File: src/rtl/acc_seq_pkg.sv
// Shared definitions for the accumulator command sequencer: opcodes, FSM states,
// default datapath width.
package acc_seq_pkg;

  localparam int unsigned WDefault = 4;

  typedef enum logic [2:0] {
    OpNop = 3'b000,
    OpClr = 3'b001,
    OpLdi = 3'b010,
    OpInc = 3'b011,
    OpDec = 3'b100,
    OpShr = 3'b101,
    OpShl = 3'b110,
    OpAlu = 3'b111
  } op_e;

  typedef enum logic [1:0] {
    StIdle,
    StIssue,
    StResp
  } state_e;

  // Opcodes whose ISSUE phase repeats cmd_data times.
  function automatic logic is_repeat(op_e op);
    return op inside {OpInc, OpDec, OpShr, OpShl};
  endfunction

endpackage

File: src/rtl/rep_counter.sv
// Loadable down-counter that flags the final repeat of a multi-cycle command.
module rep_counter #(
  parameter int unsigned CW = 5
) (
  input  logic          clk,
  input  logic          rst_n,
  input  logic          load,
  input  logic [CW-1:0] load_val,
  input  logic          dec,
  output logic          last
);

  logic [CW-1:0] count_q;

  always_ff @(posedge clk or negedge rst_n) begin
    if (!rst_n) begin
      count_q <= '0;
    end else if (load) begin
      count_q <= load_val;
    end else if (dec) begin
      count_q <= count_q - 1'b1;
    end
  end

  assign last = (count_q == CW'(1));

endmodule

File: src/rtl/acc_sequencer.sv
// Command sequencer: accepts one command at a time, drives register/ALU strobes
// for the required number of cycles, then returns the register value.
module acc_sequencer
  import acc_seq_pkg::*;
#(
  parameter int unsigned W = WDefault
) (
  input  logic         clk,
  input  logic         rst_n,
  input  logic         cmd_valid,
  output logic         cmd_ready,
  input  logic [2:0]   cmd_op,
  input  logic [2:0]   cmd_oc,
  input  logic [W-1:0] cmd_data,
  output logic         rsp_valid,
  input  logic         rsp_ready,
  output logic [W-1:0] rsp_data,
  output logic         reg_cl,
  output logic         reg_ld,
  output logic         reg_inc,
  output logic         reg_dec,
  output logic         reg_sr,
  output logic         reg_ir,
  output logic         reg_sl,
  output logic         reg_il,
  output logic [W-1:0] reg_in,
  input  logic [W-1:0] reg_out,
  output logic [2:0]   alu_oc,
  output logic [W-1:0] alu_a,
  output logic [W-1:0] alu_b,
  input  logic [W-1:0] alu_f
);

  localparam int unsigned CW = W + 1;

  state_e        state_q;
  op_e           op_q;
  logic [2:0]    oc_q;
  logic [W-1:0]  data_q;
  op_e           cmd_op_e;
  logic          cnt_load;
  logic          cnt_last;
  logic [CW-1:0] cnt_init;
  logic          issue;

  assign cmd_op_e = op_e'(cmd_op);
  assign cnt_load = (state_q == StIdle) && cmd_valid;
  assign issue    = (state_q == StIssue);

  // A zero repeat count stands for 2^W repeats.
  always_comb begin
    cnt_init = CW'(1);
    if (is_repeat(cmd_op_e)) begin
      cnt_init = (cmd_data == '0) ? (CW'(1) << W) : {1'b0, cmd_data};
    end
  end

  rep_counter #(
    .CW (CW)
  ) u_rep_counter (
    .clk      (clk),
    .rst_n    (rst_n),
    .load     (cnt_load),
    .load_val (cnt_init),
    .dec      (issue),
    .last     (cnt_last)
  );

  always_ff @(posedge clk or negedge rst_n) begin
    if (!rst_n) begin
      state_q <= StIdle;
      op_q    <= OpNop;
      oc_q    <= '0;
      data_q  <= '0;
    end else begin
      case (state_q)
        StIdle: begin
          if (cmd_valid) begin
            op_q    <= cmd_op_e;
            oc_q    <= cmd_oc;
            data_q  <= cmd_data;
            state_q <= (cmd_op_e == OpNop) ? StResp : StIssue;
          end
        end
        StIssue: begin
          if (cnt_last) begin
            state_q <= StResp;
          end
        end
        StResp: begin
          if (rsp_ready) begin
            state_q <= StIdle;
          end
        end
        default: state_q <= StIdle;
      endcase
    end
  end

  // Strobes decode from registered state only, so reset drops them asynchronously.
  always_comb begin
    reg_cl  = issue && (op_q == OpClr);
    reg_ld  = issue && ((op_q == OpLdi) || (op_q == OpAlu));
    reg_inc = issue && (op_q == OpInc);
    reg_dec = issue && (op_q == OpDec);
    reg_sr  = issue && (op_q == OpShr);
    reg_ir  = issue && (op_q == OpShr) && oc_q[0];
    reg_sl  = issue && (op_q == OpShl);
    reg_il  = issue && (op_q == OpShl) && oc_q[0];
    reg_in  = '0;
    if (issue && (op_q == OpLdi)) begin
      reg_in = data_q;
    end else if (issue && (op_q == OpAlu)) begin
      reg_in = alu_f;
    end
  end

  assign cmd_ready = (state_q == StIdle);
  assign rsp_valid = (state_q == StResp);
  assign rsp_data  = rsp_valid ? reg_out : '0;
  assign alu_a     = rst_n ? reg_out : '0;
  assign alu_b     = data_q;
  assign alu_oc    = oc_q;

endmodule

File: config.mk
export PLATFORM = sky130hd
export DESIGN_NAME = acc_sequencer
export DESIGN_NICKNAME = d
export VERILOG_FILES = /design/src/rtl/acc_seq_pkg.sv /design/src/rtl/rep_counter.sv /design/src/rtl/acc_sequencer.sv
export SDC_FILE = /design/constraint.sdc
export NUM_CORES = 1
export LEC_CHECK = 0
export BUFFER_PORTS_ARGS = -buffer_cell sky130_fd_sc_hd__buf_2
export CAP_MARGIN = 20
export CORE_MARGIN = 5
export CORE_UTILIZATION = 46
export CTS_CLUSTER_SIZE = 40
export DETAILED_ROUTE_END_ITERATION = 12
export PLACE_DENSITY_LB_ADDON = 0.3
export SLEW_MARGIN = 20
export SYNTH_ARGS = -nofsm -noshare
export SYNTH_HDL_FRONTEND = slang
export SYNTH_SLANG_ARGS = --single-unit
File: constraint.sdc
create_clock -name clk -period 1.7 [get_ports clk]
set_input_delay 0.17 -clock clk [delete_from_list [all_inputs] [get_ports clk]]
set_output_delay 0.17 -clock clk [all_outputs]
set_load 0.1 [all_outputs]
==> results.tsv, run 1 <==
stage	metric	value	unit
run_status	run_status	finished, violations left	
run_status	failing_checks	setup timing	
synthesis	async_reset_ff_share	100	%
synthesis	ys_types	33	
global_route	first_pass_grt_wire_length	6.09	mm
detailed_routing	vias_per_cell	5.71	
synthesis	synth_area_in_simple_gates	24.4	%
die	chipHeight	58.5	um
die	initial_core_util	48.5	%
die	die_width	58.5	um
timing	finalHoldViolCount	0	
clock_tree	clockRootBuffer	clkbuf_4	
critical_path	timing.critical_path.to_type	output pin	
clock_tree	numClockSinks	17	
detailed_routing	route.final.wire_length	4.35	mm
timing	final-max-slew-violation-count	0	
timing	maxClockFrequency	575	MHz
cells_and_area	area.growth.synth_to_final	86.4	%
cells_and_area	antenna_cells	0	
synthesis	yosys-mux-area-fraction	15.6	%
die	die_area	3430	um2
cells_and_area	design.final.nets	195	
placed_design	pre_cts_ws	133	ps
detailed_routing	vias	1131	
global_route	grt_antenna_before_repair	0	
global_route	gr-total-overflow	0	
die	fp-row-count	17	
clock_tree	h-tree-depth	1	
synthesis	synth_enable_flop_cells	0	
critical_path	worst-endpoint-arrival	1570	ps
synthesis	synth_seq_cells	17	
synthesis	yosysTopAreaCellShare	39.3	%
critical_path	r2r-start	state_q[1]$_DFFE_PN0P_	
cells_and_area	post_route_cells_drive_above_1_share	73.5	%
synthesis	yosys.area.top_type	dfrtp_1	
synthesis	top_cells_by_area_synth	dfrtp_1, mux2_4, and2_1	
critical_path	worstReg2RegEnd	u_rep_counter.count_q[3]$_DFFE_PN0P_	
critical_path	crit_buf_inv	1	
synthesis	synth_top_family_by_area	simple AND/OR/NAND/NOR gates	
synthesis	complex_gate_fraction_of_the_synthesized_area	14.5	%
detailed_routing	first_iter_violations	23	
die	fp.coreArea	2230	um2
timing	rsz0062_at_grt	yes	
die	num_io_pins	51	
synthesis	synth.avg_cell_area	10.6	um2
job	reported_max_cap_violation_count	0	
placed_design	hpwl	2.83	mm
critical_path	crit_slowest_cell	dfrtp_1	
clock_tree	clock_latency	310	ps
placed_design	gp_routability_congestion	0.868	
timing	setup_tns	-69.7	ps
synthesis	ys_dominant_reg_cell	dfrtp_1	
placed_design	placed_cells_incl_taps	181	
detailed_routing	iteration_count_of_the_initial_detailed_routing_pass	4	
critical_path	ff2ff_path_depth	4	
synthesis	synth_cells	102	
critical_path	timing.critical_path.max_delay_family	simple AND/OR/NAND/NOR gates	
timing	final_min_period	1740	ps
clock_tree	clk_transition_reported_paths	110	ps
synthesis	synth_area	1080	um2
detailed_routing	route.detailed.wl_per_inst	22.0	um
global_route	grt_usage	23.4	%
cells_and_area	post_layout_nonfiller_instances	198	
timing	timing_worst_slew_pin_value	519	ps
synthesis	yosys.area_share.xor_xnor	0	%
hold_path	hold_path.class	input port to flip-flop	
critical_path	timing_worst_setup_path_type	flip-flop to output pin	
clock_tree	clockBufferDepth	2	
timing	timing.max_slew.rel_slack	65.6	%
detailed_routing	route.antenna.remaining_nets	0	
timing	skew	10.7	ps
critical_path	reg2reg_slack	110	ps
hold_path	min_delay_path_depth	2	
critical_path	critical_path_required	1530	ps
clock_tree	tritoncts	yes	
synthesis	synth-adder-area-share	2.31	%
detailed_routing	drt_drc_violations_left	0	
timing	post-route-period-util	102	%
placed_design	port_buffers	50	
timing	report.final.setup_viol	4	
timing	fin_ws	-40.4	ps
global_route	maximum_number_of_pins_on_one_net_before_global_route_repair	18	
critical_path	critPathMaxStageDelay	430	ps
hold_path	hold_path_startpoint	cmd_oc[2]	
critical_path	cp_cell_sequence	nor2b_4, nand2_8, nor3b_4, buf_12	
critical_path	critical_path_peak_fanout	6	
clock_tree	number_of_buffers_inserted_during_clock_tree_synthesis	3	
hold_path	min_delay_worst_endpoint	alu_oc[2]$_DFFE_PN0P_	
synthesis	yosysSeqAreaShare	39.3	%
critical_path	setup.worst_path.start_class	flip-flop	
synthesis	syn-num-nets	126	
global_route	first_global_vias	1213	
synthesis	synth.yosys.warnings	0	
==> through the flow <==
stage	utilization [%]	hold slack [ps]	cell area (um2)
global route	90.4	77.0	2020
finish	90.4	88.2	2020
detailed placement	80.6	206	1800
CTS	86.3	95.4	1930
global placement	80.6	195	1800
floorplan	-	-126	1260
==> metal layers <==
| metal | share of wire, % | track usage, % | vias up |
|---|---|---|---|
| met5 | 0 | 0 | - |
| met4 | 3.4 | 7.95 | 0 |
| met2 | 56 | 47.2 | 58 |
| met1 | 35 | 24.5 | 544 |
| met3 | 5.5 | 2.19 | 13 |
| li1 | - | - | 516 |
==> state kept, by name, indices dropped and copies added, names as in the netlist <==
register,cells
alu_b,4
alu_oc,3
u_rep_counter.count_q,5
op_q,3
state_q,2
==> worst max-delay path by stage <==
| stage | from | endpoint | cells after the start |
|---|---|---|---|
| 6_report | state_q[0]$_DFFE_PN0P_ | reg_inc | 4 |
| 5_1_grt | state_q[0]$_DFFE_PN0P_ | reg_inc | 4 |
| 4_1_cts | state_q[1]$_DFFE_PN0P_ | reg_inc | 4 |
| 3_5_place_dp | state_q[1]$_DFFE_PN0P_ | u_rep_counter.count_q[3]$_DFFE_PN0P_ | 3 |
| 3_3_place_gp | state_q[1]$_DFFE_PN0P_ | u_rep_counter.count_q[2]$_DFFE_PN0P_ | 3 |
| 2_1_floorplan | state_q[1]$_DFFE_PN0P_ | reg_cl | 3 |
==> cell usage in the layout, fill, tap and decap left out, types with 3 or more instances in the layout <==
cell type | netlist | routed
a221o_1 | 3 | 3
a22oi_2 | 0 | 4
and2_1 | 10 | 6
and2_4 | 0 | 4
buf_12 | 0 | 19
buf_2 | 1 | 32
buf_4 | 0 | 12
clkbuf_4 | 0 | 4
dfrtp_1 | 17 | 8
dfrtp_2 | 0 | 8
inv_1 | 4 | 4
mux2_2 | 3 | 3
mux2_4 | 9 | 9
nor2_4 | 0 | 6
nor3_4 | 0 | 3
==> Yosys cell counts (2+ instances only) <==
master / n
a21oi_1: 4
a221o_1: 3
a22oi_1: 4
and2_1: 10
buf_6: 2
dfrtp_1: 17
ha_1: 2
inv_1: 4
mux2_2: 3
mux2_4: 9
nand2_1: 4
nand2b_1: 2
nor2_1: 8
nor2b_1: 4
nor3_1: 5
nor3b_1: 2
nor4_1: 2
o21bai_1: 2
==> timing repair <==
action / CTS / global route
buffers inserted: 7 / 5
hold buffers: 1 / 0
resized for setup: 8 / 10
pin swaps: 3 / 7
endpoints found under the setup margin: 15 / 15
hold endpoints to repair: 17 / 0
==> kinds of logic after synthesis <==
kind of cell,Yosys count
AO/OA/AOI/OAI,20
adder cells (fa/ha/maj),2
buffers and inverters,7
flip-flops,17
multiplexers,12
AND/OR/NAND/NOR,44
==> cell type report <==
cell class                      instances  area (um2)
Timing Repair Buffer                   67         671
Sequential cell                        17         439
Clock buffer                            3        22.5
Inverter                                4        15.0
Fill cell                              97         214
Clock inverter                          1        5.00
Tap cell                               28        35.0
Multi-Input combinational cell         78         832
==> worst reg2reg max path: stages, from the launching register on <==
cell	delay (ps)
dfrtp_2	450
buf_4	150
or3b_4	490
a21oi_2	250
a221o_1	190
Power of run 1 is left out: the tool's default activity adds up to more than one toggle a clock period on the data nets, which glitch-free logic cannot reach.
==> run 2, diff against run 1 <==
--- a/config.mk
+++ b/config.mk
@@ -5,7 +5,7 @@
 export SDC_FILE = /design/constraint.sdc
 export NUM_CORES = 1
 export LEC_CHECK = 0
-export BUFFER_PORTS_ARGS = -buffer_cell sky130_fd_sc_hd__buf_2
+export BUFFER_PORTS_ARGS = -buffer_cell sky130_fd_sc_hd__clkbuf_2
 export CAP_MARGIN = 20
 export CORE_MARGIN = 5
 export CORE_UTILIZATION = 46
==> run 2 against run 1 <==
Compared with the run above:
- the flow still finishes with violations (setup timing)
- design area increased by 2.5%
- first-iteration DRC count increased to 3.7 times the previous value
- die area unchanged
- global-route usage increased by 2.7 points
- hold slack improved by 2.3 ps
- via count increased by 7.8%
- utilization increased by 2.3 points
- cell count increased by 1.5%
- register-to-register slack got worse by 50 ps
- largest cell class unchanged
- highest routed layer unchanged
==> results.tsv, run 2 (same netlist as run 1, synthesis figures left out) <==
stage	metric	value	unit	change
detailed_routing	route.antenna.remaining_nets	0		unchanged
clock_tree	clockBufferDepth	2		unchanged
placed_design	port_buffers	50		unchanged
critical_path	timing.critical_path.to_type	output pin		
cells_and_area	largest_register_ff_count	5		unchanged
cells_and_area	most-common-layout-cells	clkbuf_2, buf_12, buf_4, mux2_4		
cells_and_area	area.growth.synth_to_final	91.1	%	
placed_design	gp_routability_congestion	0.844		-2.7%
timing	final-max-slew-violation-count	0		unchanged
global_route	grt_antenna_before_repair	0		unchanged
timing	timing_worst_slew_pin_value	554	ps	+35.1 ps
cells_and_area	regMostFlops	u_rep_counter.count_q		
cells_and_area	antenna_cells	0		unchanged
critical_path	worst-endpoint-arrival	1610	ps	+40 ps
die	fp-row-count	17		unchanged
die	chipHeight	58.5	um	unchanged
placed_design	hpwl	2.87	mm	+1.6%
die	die_width	58.5	um	unchanged
placed_design	pre_cts_ws	111	ps	-22.6 ps
critical_path	cp_cell_sequence	buf_6, nand2b_4, nor4b_4, buf_12		
timing	timing.max_slew.rel_slack	63.2	%	-2.4 points
timing	finalHoldViolCount	0		unchanged
global_route	grt_usage	26.1	%	+2.7 points
timing	fin_ws	-80.0	ps	-39.6 ps
clock_tree	tritoncts	yes		
timing	final_min_period	1780	ps	+39.6 ps
run_status	failing_checks	setup timing		
detailed_routing	first_iter_violations	85		+270%
critical_path	critical_path_required	1530	ps	about the same
hold_path	hold_path.class	input port to flip-flop		
clock_tree	clockRootBuffer	clkbuf_4		
critical_path	critical_path_peak_fanout	6		unchanged
critical_path	timing_worst_setup_path_type	flip-flop to output pin		
cells_and_area	post_route_cells_drive_above_1_share	74.6	%	+1.0 points
cells_and_area	design.final.nets	198		+1.5%
clock_tree	clock_latency	320	ps	about the same
die	fp.coreArea	2230	um2	unchanged
timing	maxClockFrequency	562	MHz	-2.2%
cells_and_area	commonest_non_fill_non_tap_cell_in_the_layout	clkbuf_2		
clock_tree	h-tree-depth	1		unchanged
cells_and_area	final.fill_count	79		-19%
timing	post-route-period-util	105	%	+2.3 points
cells_and_area	multiInputGateArea	835	um2	+0.30%
clock_tree	number_of_buffers_inserted_during_clock_tree_synthesis	3		unchanged
timing	report.final.setup_viol	10		+6
die	initial_core_util	48.5	%	unchanged
clock_tree	clk_transition_reported_paths	110	ps	about the same
die	die_area	3430	um2	unchanged
detailed_routing	vias_per_cell	6.06		+6.2%
global_route	first_pass_grt_wire_length	6.66	mm	+9.3%
detailed_routing	iteration_count_of_the_initial_detailed_routing_pass	4		unchanged
detailed_routing	vias	1219		+7.8%
global_route	maximum_number_of_pins_on_one_net_before_global_route_repair	18		unchanged
cells_and_area	sequential_cell_area	439	um2	unchanged
detailed_routing	route.detailed.wl_per_inst	24.2	um	+10%
clock_tree	numClockSinks	17		unchanged
global_route	gr-total-overflow	0		unchanged
timing	skew	9.51	ps	-1.19 ps
critical_path	setup.worst_path.start_class	flip-flop		
die	num_io_pins	51		unchanged
detailed_routing	route.final.wire_length	4.87	mm	+12%
job	reported_max_cap_violation_count	0		unchanged
run_status	run_status	finished, violations left		
timing	rsz0062_at_grt	yes		
critical_path	crit_slowest_cell	dfrtp_1		
critical_path	critPathMaxStageDelay	440	ps	about the same
detailed_routing	drt_drc_violations_left	0		unchanged
global_route	first_global_vias	1225		+0.99%
==> run 2: changes by cell type in the layout (fill, tap and decap cells not counted) <==
cell,before,now
and2_1,6,5
and2_4,4,5
buf_12,19,20
buf_2,32,0
buf_4,12,18
buf_6,2,3
clkbuf_2,0,28
clkbuf_4,4,3
==> run 2: final cells by class <==
type                    count  share of cell area (%)
clock buffers               3                    1.09
clock inverters             1                   0.242
inverters                   4                   0.725
multi-input cells          78                    40.3
flip-flops and latches     17                    21.2
well taps                  28                    1.69
repair buffers             70                    34.7
==> run 2: worst paths after layout <==
path | slack, ps | start | end | cells past startpoint
worst max-delay path | -80 | state_q[0]$_DFFE_PN0P_ | reg_cl | 4
worst min-delay path | 90 | cmd_oc[0] | alu_oc[0]$_DFFE_PN0P_ | 2
worst max register to register | 60 | u_rep_counter.count_q[1]$_DFFE_PN0P_ | state_q[0]$_DFFE_PN0P_ | 5
worst min register to register | 530 | alu_oc[2]$_DFFE_PN0P_ | alu_oc[2]$_DFFE_PN0P_ | 1
max in group asynchronous | 1000 | rst_n | alu_oc[0]$_DFFE_PN0P_ | 3
min in group asynchronous | 480 | rst_n | op_q[0]$_DFFE_PN0P_ | 3
==> run 2: critical path, delay by kind of cell, from the launching register on <==
family | cells | cell delay, ps
simple gates | 2 | 470
flops | 1 | 440
buf+inv | 2 | 380
==> run 2: timing repair <==
action / CTS / global route
setup endpoints to repair: 15 / 20
gates resized for setup: 12 / 8
pin swaps: 3 / 10
hold buffers: 1 / 0
hold endpoints to repair: 17 / 0
buffers inserted: 7 / 8
==> run 2: through the flow <==
step                std cells  utilization [%]  TNS [ps]  hold slack, ps  area [um2]
floorplan                 102                -      -911            -126        1260
finish                    201             92.7      -566            90.5        2070
CTS                       193             88.7     -11.6             101        1980
global route              201             92.7     -1330            63.7        2070
global placement          181             82.8         0             187        1850
detailed placement        181             82.8         0             193        1850
==> run 2: layer usage <==
metal,global-route usage (%),routed length (um)
met1,30.0,1700
met2,46.9,2610
met4,12.3,186
met3,3.95,373
met5,0,0
Power of run 2 is left out for the same reason.
==> run 3, diff against run 2 <==
--- a/config.mk
+++ b/config.mk
@@ -8,10 +8,11 @@
 export BUFFER_PORTS_ARGS = -buffer_cell sky130_fd_sc_hd__clkbuf_2
 export CAP_MARGIN = 20
 export CORE_MARGIN = 5
-export CORE_UTILIZATION = 46
+export CORE_UTILIZATION = 30
 export CTS_CLUSTER_SIZE = 40
 export DETAILED_ROUTE_END_ITERATION = 12
 export PLACE_DENSITY_LB_ADDON = 0.3
+export SKIP_LAST_GASP = 1
 export SLEW_MARGIN = 20
 export SYNTH_ARGS = -nofsm -noshare
 export SYNTH_HDL_FRONTEND = slang
==> run 3 against run 2 <==
Compared with the run above:
- the run now ends clean
- clock-buffer cell count unchanged
- fmax up 7.8%
- flip-flop and latch count unchanged
- cell count increased by 4.5%
- critical path depth is the same
- critical path type unchanged
- largest cell class unchanged
- highest routed layer unchanged
==> results.tsv, run 3 (same netlist as run 1, synthesis figures left out) <==
stage	metric	value	unit	change
critical_path	crit_slowest_cell	dfrtp_1		
timing	final-max-slew-violation-count	0		unchanged
cells_and_area	most-common-layout-cells	clkbuf_2, buf_12, mux2_4		
cells_and_area	largest_register_ff_count	5		unchanged
cells_and_area	commonest_non_fill_non_tap_cell_in_the_layout	clkbuf_2		
clock_tree	clockBufferDepth	2		unchanged
global_route	grt_antenna_before_repair	0		unchanged
global_route	grt_usage	12.5	%	-14 points
detailed_routing	route.detailed.wl_per_inst	14.5	um	-40%
detailed_routing	vias_per_cell	5.04		-17%
global_route	maximum_number_of_pins_on_one_net_before_global_route_repair	18		unchanged
global_route	first_pass_grt_wire_length	5.09	mm	-24%
clock_tree	clk_transition_reported_paths	100	ps	about the same
critical_path	setup.worst_path.start_class	flip-flop		
detailed_routing	drt_drc_violations_left	0		unchanged
critical_path	critical_path_peak_fanout	7		+1
hold_path	hold_path.class	input port to flip-flop		
timing	rsz0062_at_grt	yes		
critical_path	crit_buf_inv	2		unchanged
run_status	run_status	completed		
job	reported_max_cap_violation_count	0		unchanged
critical_path	cp_cell_sequence	buf_6, nand2b_4, nor4b_4, buf_12		
timing	skew	1.62	ps	-7.89 ps
placed_design	hpwl	2.48	mm	-14%
clock_tree	h-tree-depth	1		unchanged
cells_and_area	regMostFlops	u_rep_counter.count_q		
timing	maxClockFrequency	606	MHz	+7.8%
detailed_routing	vias	1059		-13%
critical_path	critPathMaxStageDelay	400	ps	-40 ps
die	die_area	4910	um2	+43%
timing	report.final.setup_viol	0		-10
detailed_routing	iteration_count_of_the_initial_detailed_routing_pass	4		unchanged
global_route	first_global_vias	1087		-11%
critical_path	timing_worst_setup_path_type	flip-flop to output pin		
detailed_routing	route.antenna.remaining_nets	0		unchanged
die	die_width	70.1	um	+20%
detailed_routing	route.final.wire_length	3.05	mm	-37%
timing	finalHoldViolCount	0		unchanged
clock_tree	tritoncts	yes		
critical_path	worst-endpoint-arrival	1480	ps	-130 ps
die	num_io_pins	51		unchanged
timing	timing.max_slew.rel_slack	64.0	%	+0.78 points
clock_tree	clockRootBuffer	clkbuf_4		
clock_tree	number_of_buffers_inserted_during_clock_tree_synthesis	3		unchanged
clock_tree	clock_latency	290	ps	-30 ps
die	initial_core_util	31.7	%	-17 points
critical_path	critical_path_required	1530	ps	about the same
critical_path	timing.critical_path.to_type	output pin		
global_route	gr-total-overflow	0		unchanged
cells_and_area	area.growth.synth_to_final	88.6	%	
clock_tree	numClockSinks	17		unchanged
timing	final_min_period	1650	ps	-129 ps
placed_design	gp_routability_congestion	0.763		-9.6%
die	fp.coreArea	3420	um2	+53%
cells_and_area	final_util	59.8	%	-33 points
cells_and_area	antenna_cells	0		unchanged
detailed_routing	first_iter_violations	36		-58%
cells_and_area	design.final.nets	189		-4.5%
timing	timing_worst_slew_pin_value	543	ps	-11.7 ps
die	chipHeight	70.1	um	+20%
placed_design	port_buffers	50		unchanged
timing	post-route-period-util	97.1	%	-7.6 points
cells_and_area	post_route_cells_drive_above_1_share	72.6	%	-2.0 points
critical_path	timing.critical_path.max_delay_family	simple AND/OR/NAND/NOR gates		
die	fp-row-count	21		+4
cells_and_area	final.fill_count	275		+250%
timing	holdWs	108	ps	+17.2 ps
==> run 3: cell count changes in the layout (fill, tap and decap cells not counted) <==
cell / delta
buf_4: -10
buf_12: +2
a21oi_1: +1
a21oi_2: -1
buf_6: -1
nand2_2: -1
nand2_4: +1
nand2b_2: +1
nand2b_4: -1
==> run 3: worst reg2reg max path, delay by kind of cell, from the launching register on <==
kind               cells  cell delay (ps)
and+or+nand+nor        1              500
AOI/OAI and AO/OA      2              520
DFF                    1              460
==> run 3: final cells by class <==
type,instances,area (um2),area share (%)
Sequential cell,17,439,21.5
Clock buffer,3,22.5,1.10
Inverter,4,15.0,0.735
Multi-Input combinational cell,78,831,40.7
Tap cell,46,57.6,2.82
Clock inverter,1,5.00,0.245
Timing Repair Buffer,61,673,32.9
==> run 3: per-stage QoR <==
stage	setup slack (ps)	instance area, um2	std cells	setup TNS (ps)
floorplan	-272	1260	102	-911
global placement	212	1880	199	0
detailed placement	195	1880	199	0
CTS	5.07	1950	205	0
global route	-7.53	2040	210	-13.9
finish	49.2	2040	210	0
==> run 3: repair_timing <==
| action | CTS | global route |
|---|---|---|
| setup endpoints to repair | 10 | 14 |
| setup buffers | 1 | 5 |
| hold buffers | 1 | 0 |
| resized for setup | 4 | 14 |
| endpoints found under the hold margin | 17 | 0 |
| pin swaps | 2 | 5 |
==> run 3: layer usage <==
metal  part of all wire [%]  GRT usage [%]
met4                    1.1           4.26
met1                     42           15.3
met2                     51           21.2
met3                    6.1           3.16
met5                      0              0
==> run 3: worst paths after layout <==
| check | from | to | cells past startpoint | slack [ps] |
|---|---|---|---|---|
| max reg2reg | state_q[1]$_DFFE_PN0P_ | u_rep_counter.count_q[2]$_DFFE_PN0P_ | 3 | 160 |
| max | state_q[0]$_DFFE_PN0P_ | reg_cl | 4 | 50 |
| min | cmd_oc[2] | alu_oc[2]$_DFFE_PN0P_ | 2 | 110 |
| min reg2reg | alu_oc[2]$_DFFE_PN0P_ | alu_oc[2]$_DFFE_PN0P_ | 1 | 530 |
| max in group asynchronous | rst_n | alu_oc[0]$_DFFE_PN0P_ | 3 | 1040 |
| min in group asynchronous | rst_n | alu_oc[1]$_DFFE_PN0P_ | 3 | 440 |
Power of run 3 is left out for the same reason.
